**config.mk**
```make
export PLATFORM = sky130hd
export DESIGN_NAME = dial_engine
export DESIGN_NICKNAME = d
export VERILOG_FILES = /design/src/rtl/dial_pkg.sv /design/src/rtl/dial_divmod.sv /design/src/rtl/dial_engine.sv
export SDC_FILE = /design/constraint.sdc
export NUM_CORES = 1
export LEC_CHECK = 0
export CAP_MARGIN = 20
export CORE_MARGIN = 3
export CORE_UTILIZATION = 42
export DETAILED_ROUTE_END_ITERATION = 8
export SLEW_MARGIN = 0
export SYNTH_ARGS = -nofsm -noshare
export SYNTH_HDL_FRONTEND = slang
export SYNTH_SLANG_ARGS = --single-unit
```
**constraint.sdc**
```tcl
create_clock -name clk -period 6.3 [get_ports clk]
set_clock_uncertainty 0.2 [all_clocks]
set_input_delay 0.945 -clock clk [delete_from_list [all_inputs] [get_ports clk]]
set_output_delay 0.945 -clock clk [all_outputs]
set_load 0.1 [all_outputs]
```
**src/rtl/dial_pkg.sv**
```systemverilog
// Shared types and helpers for the dial engine.
// Latency: n/a (types, constants and a pure function only).
// Backpressure: n/a.
package dial_pkg;

    // Default rotation-word width; the divider's default dividend width follows it.
    localparam int DEF_DATA_W = 32;
    localparam int DIV_W      = DEF_DATA_W + 1;

    typedef enum logic [2:0] {
        S_IDLE,
        S_FETCH,
        S_WAIT,
        S_DIV,
        S_UPDATE,
        S_DONE
    } dial_state_t;

    // Unsigned dividend whose quotient by N is the number of zero hits and
    // whose remainder encodes the new position. The rotation is passed
    // sign-extended to 64 bits, so |r| of the most negative word is exact.
    // This works for any rotation width up to 63 bits.
    function automatic logic [64:0] dial_dividend(
        input logic [63:0] r,
        input logic [63:0] pos,
        input logic [63:0] n
    );
        logic [64:0] m;
        m = {1'b0, ~r} + 65'd1;
        if (!r[63]) begin
            return {1'b0, r} + {1'b0, pos};
        end else if (pos == 64'd0) begin
            return m;
        end else begin
            return m + {1'b0, n - pos};
        end
    endfunction

endpackage

```
**src/rtl/dial_divmod.sv**
```systemverilog
// Restoring unsigned divider of a DIV_W-bit dividend by the constant DIVISOR.
// Latency: done pulses exactly DIV_W cycles after start; one quotient bit per cycle.
// Backpressure: none; start restarts at once; quot/rem hold until the next start.
module dial_divmod
    import dial_pkg::*;
#(
    parameter int DIV_W   = dial_pkg::DIV_W,
    parameter int DIVISOR = 100
) (
    input  logic             clk,
    input  logic             rst_n,
    input  logic             start,
    input  logic [DIV_W-1:0] dividend,
    output logic             done,
    output logic [DIV_W-1:0] quot,
    output logic [DIV_W-1:0] rem
);

    localparam int CW = $clog2(DIV_W + 1);
    localparam logic [DIV_W:0] DVSR = (DIV_W + 1)'(DIVISOR);

    logic [DIV_W-1:0] acc_q, rem_q;
    logic [DIV_W-1:0] src_acc, src_rem, acc_nxt, rem_nxt;
    logic [DIV_W:0]   trial, diff;
    logic             fits;
    logic [CW-1:0]    cnt_q;
    logic             done_q;
    logic             unused_diff_msb;

    // One restoring step; the first step runs in the start cycle itself so
    // the whole division fits in exactly DIV_W cycles.
    always_comb begin
        src_acc = start ? dividend : acc_q;
        src_rem = start ? '0 : rem_q;
        trial   = {src_rem, src_acc[DIV_W-1]};
        diff    = trial - DVSR;
        fits    = (trial >= DVSR);
        rem_nxt = fits ? diff[DIV_W-1:0] : trial[DIV_W-1:0];
        acc_nxt = {src_acc[DIV_W-2:0], fits};
    end

    // Remainder stays below DIVISOR, so the borrow bit of diff is never needed.
    assign unused_diff_msb = diff[DIV_W];

    // Shift/subtract sequencer; the done pulse coincides with the last step.
    always_ff @(posedge clk or negedge rst_n) begin
        if (!rst_n) begin
            acc_q  <= '0;
            rem_q  <= '0;
            cnt_q  <= '0;
            done_q <= 1'b0;
        end else if (start) begin
            acc_q  <= acc_nxt;
            rem_q  <= rem_nxt;
            cnt_q  <= CW'(DIV_W - 1);
            done_q <= 1'b0;
        end else if (cnt_q != '0) begin
            acc_q  <= acc_nxt;
            rem_q  <= rem_nxt;
            cnt_q  <= cnt_q - CW'(1);
            done_q <= (cnt_q == CW'(1));
        end else begin
            done_q <= 1'b0;
        end
    end

    assign done = done_q;
    assign quot = acc_q;
    assign rem  = rem_q;

endmodule

```
**src/rtl/dial_engine.sv**
```systemverilog
// Streams signed rotation words from BRAM and counts zero landings (part1) and zero hits (part2).
// Latency: DATA_W+4 cycles per word plus one cycle into DONE; size 0 completes the cycle after start.
// Backpressure: none; start is ignored while busy, counters saturate and set sticky sat_o.
module dial_engine
    import dial_pkg::*;
#(
    parameter int DATA_W    = 32,
    parameter int ADDR_W    = 32,
    parameter int CNT_W     = 32,
    parameter int DIAL_SIZE = 100,
    parameter int START_POS = 50
) (
    input  logic                clk,
    input  logic                rst_n,
    input  logic                start,
    input  logic [ADDR_W-1:0]   size,
    input  logic [ADDR_W-1:0]   base_addr,
    input  logic [DATA_W-1:0]   bram_dout,
    output logic                busy_o,
    output logic                done_o,
    output logic [CNT_W-1:0]    part1_o,
    output logic [CNT_W-1:0]    part2_o,
    output logic                sat_o,
    output logic                bram_en,
    output logic [ADDR_W-1:0]   bram_addr,
    output logic [DATA_W/8-1:0] bram_we
);

    localparam int DW    = DATA_W + 1;
    localparam int SUM_W = ((CNT_W > DW) ? CNT_W : DW) + 1;
    localparam logic [DW-1:0]    N_D     = DW'(DIAL_SIZE);
    localparam logic [SUM_W-1:0] CNT_MAX = SUM_W'({CNT_W{1'b1}});

    dial_state_t state_q, state_d;

    logic [ADDR_W-1:0] size_q, base_q, idx_q;
    logic [DW-1:0]     pos_q, pos_new;
    logic              neg_q;
    logic [CNT_W-1:0]  part1_q, part2_q, p1_new, p2_new;
    logic              sat_q;
    logic              start_ok, last_word;
    logic              div_start, div_done;
    logic [DW-1:0]     div_dvd, div_q, div_rem;
    logic [63:0]       r_ext;
    logic [64:0]       d_full;
    logic              unused_dvd_hi;
    logic [SUM_W-1:0]  p2_sum;
    logic              p2_clip, p1_hit, p1_clip;

    assign start_ok  = start && ((state_q == S_IDLE) || (state_q == S_DONE));
    assign last_word = ((idx_q + ADDR_W'(1)) == size_q);

    // State register.
    always_ff @(posedge clk or negedge rst_n) begin
        if (!rst_n) begin
            state_q <= S_IDLE;
        end else begin
            state_q <= state_d;
        end
    end

    // Next-state logic and divider launch.
    always_comb begin
        state_d   = state_q;
        div_start = 1'b0;
        case (state_q)
            S_IDLE, S_DONE: begin
                if (start) begin
                    state_d = (size == '0) ? S_DONE : S_FETCH;
                end
            end
            S_FETCH:  state_d = S_WAIT;
            S_WAIT: begin
                div_start = 1'b1;
                state_d   = S_DIV;
            end
            S_DIV: begin
                if (div_done) begin
                    state_d = S_UPDATE;
                end
            end
            S_UPDATE: state_d = last_word ? S_DONE : S_FETCH;
            default:  state_d = S_IDLE;
        endcase
    end

    // Dividend from the word arriving in WAIT and the current position.
    always_comb begin
        r_ext   = {{(64 - DATA_W){bram_dout[DATA_W-1]}}, bram_dout};
        d_full  = dial_dividend(r_ext, 64'(pos_q), 64'(DIAL_SIZE));
        div_dvd = d_full[DW-1:0];
    end

    // The dividend never exceeds DW bits for legal dial sizes.
    assign unused_dvd_hi = ^d_full[64:DW];

    // New position and saturating counter updates applied in UPDATE.
    always_comb begin
        if (!neg_q) begin
            pos_new = div_rem;
        end else begin
            pos_new = (div_rem == '0) ? '0 : (N_D - div_rem);
        end
        p2_sum  = SUM_W'(part2_q) + SUM_W'(div_q);
        p2_clip = (p2_sum > CNT_MAX);
        p2_new  = p2_clip ? {CNT_W{1'b1}} : p2_sum[CNT_W-1:0];
        p1_hit  = (pos_new == '0);
        p1_clip = p1_hit && (&part1_q);
        p1_new  = part1_q + CNT_W'(p1_hit && !p1_clip);
    end

    // Run context, position and result registers.
    always_ff @(posedge clk or negedge rst_n) begin
        if (!rst_n) begin
            size_q  <= '0;
            base_q  <= '0;
            idx_q   <= '0;
            pos_q   <= DW'(START_POS);
            neg_q   <= 1'b0;
            part1_q <= '0;
            part2_q <= '0;
            sat_q   <= 1'b0;
        end else begin
            case (state_q)
                S_IDLE, S_DONE: begin
                    if (start_ok) begin
                        size_q  <= size;
                        base_q  <= base_addr;
                        idx_q   <= '0;
                        pos_q   <= DW'(START_POS);
                        part1_q <= '0;
                        part2_q <= '0;
                        sat_q   <= 1'b0;
                    end
                end
                S_WAIT: neg_q <= bram_dout[DATA_W-1];
                S_UPDATE: begin
                    pos_q   <= pos_new;
                    part1_q <= p1_new;
                    part2_q <= p2_new;
                    sat_q   <= sat_q | p1_clip | p2_clip;
                    idx_q   <= idx_q + ADDR_W'(1);
                end
                default: ;
            endcase
        end
    end

    dial_divmod #(
        .DIV_W   (DW),
        .DIVISOR (DIAL_SIZE)
    ) u_divmod (
        .clk      (clk),
        .rst_n    (rst_n),
        .start    (div_start),
        .dividend (div_dvd),
        .done     (div_done),
        .quot     (div_q),
        .rem      (div_rem)
    );

    assign busy_o    = (state_q != S_IDLE) && (state_q != S_DONE);
    assign done_o    = (state_q == S_DONE);
    assign part1_o   = part1_q;
    assign part2_o   = part2_q;
    assign sat_o     = sat_q;
    assign bram_en   = (state_q == S_FETCH);
    assign bram_addr = base_q + (idx_q << 2);
    assign bram_we   = '0;

endmodule

```
# ---- Word level (Yosys, flattened, before mapping)
# Cells that the tools add are included.
dict set report classes {
  n_addsub 11
  n_reduce_logical 20
  eq_ne 11
  magnitude_cmp 2
  n_bitwise 3
  mux 30
}
# cell count
set ops {}
lappend ops {{$mux W33} 12}
lappend ops {{$pmux W32 S2} 3}
lappend ops {{$logic_not A33 Y1} 3}
lappend ops {{$add A33 B33 Y33} 2}
lappend ops {{$pmux W33 S2} 1}
lappend ops {{$sub A7 B33 Y33 const A} 2}
lappend ops {{$mux W32} 2}
lappend ops {{$add A32 B33 Y34} 1}
lappend ops {{$ge A34 B7 Y1 const B} 1}
lappend ops {{$gt A34 B32 Y1 const B} 1}
lappend ops {{$add A33 B1 Y33 const B} 1}
lappend ops {{$not A33 Y33} 1}
lappend ops {{$sub A33 B7 Y33 const B} 1}
lappend ops {{$add A32 B1 Y32} 1}
lappend ops {{$add A32 B1 Y32 const B} 1}
lappend ops {{$add A32 B32 Y32} 1}
lappend ops {{$eq A32 B32 Y1} 1}
lappend ops {{$logic_not A32 Y1} 1}
lappend ops {{$reduce_and A32 Y1} 1}
lappend ops {{$pmux W3 S5} 1}
lappend ops {{$mux W3} 4}
lappend ops {{$mux W6} 2}
lappend ops {{$eq A3 B2 Y1 const B} 2}
lappend ops {{$eq A3 B3 Y1 const B} 2}
lappend ops {{18 further kinds} 29}
dict set report word_totals {
  elab_cells 90
  ff_bits 271
}

# ---- Logic depth before layout (Yosys ltp)
dict set report logic_depth {
  depth_word 10
  ltp_mapped 22
}

# ---- Hierarchy
# From an unflattened synthesis, not the netlist that was laid out.
dict set report hier_totals {
  cells_unflattened 2772
  hier_area_um2 22302.6
}
# module cells_each instances area_per_inst_um2
set by_module_without_submodules {}
lappend by_module_without_submodules {dial_engine 2335 1 18192.4}
lappend by_module_without_submodules {dial_divmod 437 1 4110.2}

# ---- Worst setup path after synthesis
# Ideal clock, no wire load.
dict set report synth_path {
  kind {input port to flip-flop}
  from {input port bram_dout[11]}
  to {register u_divmod.acc_q[30], in the netlist u_divmod.quot[30]}
  path_buffers 1
  arrival_time_ns 4.947
  setup_ns 0.087
  cell_stages 17
  slack_ns 1.066
  t_required_ns 6.013
  path_cell_list {or4_1 > or3_1 > or4_1 > clkbuf_1 > or3_1 > xor2_1 > ha_1 > ha_1 > a21oi_1 > o21ai_0 > a31oi_1 > o41ai_1 > o41a_1 > xor2_1 > mux2i_1 > a21o_1 > a22oi_1}
}
dict set report synth_via {
  elab_chain_len 8
  elab_cells_between_ends 9
  cone_classes {add/sub: 3; mux: 5; bitwise: 1}
}
# element line_no
set synth_rtl {}
lappend synth_rtl {{from (decl)} dial_engine.sv:18} ;# input logic [DATA_W-1:0] bram_dout,
lappend synth_rtl {{$not A33 Y33} dial_pkg.sv:29} ;# m = {1'b0, ~r} + 65'd1;
lappend synth_rtl {{$add A33 B1 Y33} dial_pkg.sv:29}
lappend synth_rtl {{$add A33 B33 Y33} dial_pkg.sv:35} ;# return m + {1'b0, n - pos};
lappend synth_rtl {{$mux W33} dial_pkg.sv:32} ;# end else if (pos == 64'd0) begin
lappend synth_rtl {{$mux W33 *} dial_pkg.sv:30} ;# if (!r[63]) begin
lappend synth_rtl {{$mux W33 *} dial_divmod.sv:33} ;# src_acc = start ? dividend : acc_q;
lappend synth_rtl {{$mux W33} dial_divmod.sv:57} ;# end else if (cnt_q != '0) begin
lappend synth_rtl {{$mux W33 *} dial_divmod.sv:52} ;# end else if (start) begin
lappend synth_rtl {{to (signal assigned)} dial_divmod.sv:53} ;# acc_q <= acc_nxt;
lappend synth_rtl {{to (signal assigned)} dial_divmod.sv:58} ;# acc_q <= acc_nxt;
lappend synth_rtl {{to (decl)} dial_divmod.sv:22} ;# logic [DIV_W-1:0] acc_q, rem_q;
# Every way passes the cells marked *; elsewhere a longest branch is shown, timed or not. The select of a mux whose other input is x is not followed.
# A chain may end at the register's enable or synchronous reset.

# ---- Final worst setup path
dict set report layout_path {
  from {input port bram_dout[1]}
  to {register u_divmod.acc_q[30], in the netlist u_divmod.quot[30]}
}
# Same word-level chain as after synthesis.

==> results.toml <==
[run_status]
status = "complete, no violations"

[clock_tree]
clk_pin_slew_ns = 0.06
postCtsSetupBuffers = 0
cts.sinks = 271
clock_insertion_delay_worst_skew_ns = 0.57
ctsResizeCount = 0
cts_root_buf = "clkbuf_16"
cts-htree-levels = 2
clk_path_buf_depth = 3
holdBufCountCts = 0
cts_tree = "done"
cts-buffers-inserted = 35

[worst_setup_path]
arrival_ns = 6.01
cp_top_family = "simple AND/OR/NAND/NOR gates"
crit_path_start_kind = "input pin"
cp_common_cell = "ha_1"
crit_path_cell_trace = "clkdlybuf4s50_1 -> inv_1 -> ha_1 -> nor4b_1 -> nand3b_1 -> or4_1 -> or3_1 -> xor2_1 -> ha_1 -> ha_1 -> nand3_1 -> o41ai_1 -> o41a_1 -> xor2_1 -> mux2i_1 -> a21o_1 -> a22oi_1"
path_class = "in -> reg"
crit_path_end_kind = "flip-flop"
max_stage_delay_ns = 0.69
crit_required_ns = 6.55
worst-path-buf-inv = 2
slowest_stage = "o41ai_1"
worstPathMaxFanout = 6

[placement]
io_buffers = 198
dp_hpwl_mm = 54.51
gp_congestion = 0.9523

[floorplan]
die_w_um = 234.8
core_area_mm2 = 0.05151
fp.dieH_um = 234.8
ios = 203
start_util_pct = 42.67
rows = 83
die_area_mm2 = 0.05512

[min_path]
hp-class = "in -> async"

[yosys]
ys_async_sr_fraction_pct = 100.0
synth-main-ff-cell = "dfrtp_1"
synth.cell_area_mm2 = 0.02198
syn_area_per_cell_um2 = 7.938
synth_seq_cells = 271
ys_warn_count = 0
synth.distinct_cells = 92
synth_edf_count = 0
yosysSeqAreaShare_pct = 30.87
synthCells = 2769

[drt]
drt_first_pass_iters = 6
totalWireLength_mm = 72.97
num_vias = 21250
wl_per_cell_um = 20.28
drc = 0
first_iter_violations = 1969
vias_per_cell = 5.907
antenna_left = 0

[global_routing]
grt_pass1_wl_mm = 115.3
grt_overflow = 0
grtUsageTotal_pct = 25.59
grtUsageMet2_pct = 39.45
antenna_found_initial = 2
grt_pass1_vias = 20250
met1_usage_pct = 37.30
grt_max_degree = 154
met3_usage_pct = 3.838
top_usage_layer = "met2"

[sta]
worst_pin_slew_ns = 1.105
min_period_over_period_pct = 91.37
fmax_ghz = 0.1737
hold_violations = 0
tns_ns = 0
timing.slew.headroom_pct = 26.08
rsz0062_at_grt = "no"
period_minus_slack_ns = 5.756
slew_viol_final = 0
finalSetupViolCount = 0

[finish]
final_nets = 3161
diodes = 0
multi_input_comb_area_mm2 = 0.01435
final_common_cell = "nand2_1"
final_cell_mix = "447 x nand2_1, 268 x dfrtp_1, 215 x o21ai_0"
seq_area_mm2 = 0.006785
num-fill-cells = 4988
drive_gt1_share_pct = 5.038
area_growth_pct = 16.91

[run]
maxCapViolCount = 0
-- cells in the mapped netlist (41+ instances only) --
cell / count / area share, %
a21o_1: 46 / 1.6
o21ai_0: 215 / 4.9
ha_1: 166 / 9.4
nor2_1: 170 / 2.9
nand3_1: 117 / 2.7
nor3_1: 66 / 1.5
a31oi_1: 57 / 1.6
nand2_1: 449 / 7.7
clkbuf_1: 126 / 2.2
xor2_1: 103 / 4.1
nor4_1: 41 / 1.2
xnor2_1: 126 / 5.0
dfrtp_1: 268 / 31
a21oi_1: 213 / 4.8
inv_1: 86 / 1.5
-- worst paths after layout --
check	start	to	slack, ns	depth (start not counted)
max in group asynchronous	rst_n	u_divmod.quot[23]$_DFFE_PN0P_	4.15	2
hold reg to reg	base_q[0]$_DFFE_PN0P_	base_q[0]$_DFFE_PN0P_	0.28	2
setup / recovery	bram_dout[1]	u_divmod.quot[30]$_DFFE_PN0P_	0.54	17
setup reg to reg	u_divmod.rem[17]$_DFFE_PN0P_	part1_o[26]$_DFFE_PN0P_	1.12	18
min in group clk	base_q[0]$_DFFE_PN0P_	base_q[0]$_DFFE_PN0P_	0.28	2
hold / removal	rst_n	base_q[20]$_DFFE_PN0P_	0.24	1
-- area by class of cell --
| type | count | share of cell area (%) |
|---|---|---|
| multi-input cells | 2267 | 55.84 |
| flip-flops and latches | 271 | 26.40 |
| repair buffers | 230 | 8.647 |
| clock buffers | 43 | 3.803 |
| well taps | 680 | 3.311 |
| inverters | 87 | 1.271 |
| clock inverters | 20 | 0.7303 |
-- flip-flops by register name, indices dropped and copies added, names as in the netlist --
name            count
u_divmod.done       1
u_divmod.quot      33
part2_o            32
part1_o            32
base_q             32
idx_q              32
u_divmod.rem       33
pos_q              33
u_divmod.cnt_q      6
size_q             32
sat_o               1
neg_q               1
state_q             3
-- cell families after synthesis --
| group | share of synthesized area (%) |
|---|---|
| mux | 1.520 |
| buf+inv | 4.121 |
| fa+ha+maj | 9.813 |
| compound gates | 22.12 |
| simple gates | 22.42 |
| flops | 30.87 |
| other cells | 0.01706 |
| xor+xnor | 9.125 |
-- layer usage --
metal / vias to the layer above / wire (um)
li1: 10240 / -
met1: 10230 / 34230
met2: 648 / 32390
met3: 128 / 4283
met4: 0 / 2060
met5: - / 0
-- through the flow --
step | instance area, um2 | setup WS, ns | hold WS (ns) | std cells | util (%)
2_1_floorplan | 21990 | 1.066 | 0.2469 | 2772 | -
3_3_place_gp | 24510 | 0.1754 | 0.2642 | 3534 | 47.59
3_5_place_dp | 24510 | 0.03229 | 0.2763 | 3534 | 47.59
4_1_cts | 25680 | 0.5645 | 0.2905 | 3597 | 49.85
5_1_grt | 25700 | 0.2876 | 0.3041 | 3598 | 49.89
6_report | 25700 | 0.5439 | 0.2423 | 3598 | 49.89
Power is not shown: default switching activity piles up to over one toggle a cycle in this logic, so the estimate is an artifact.
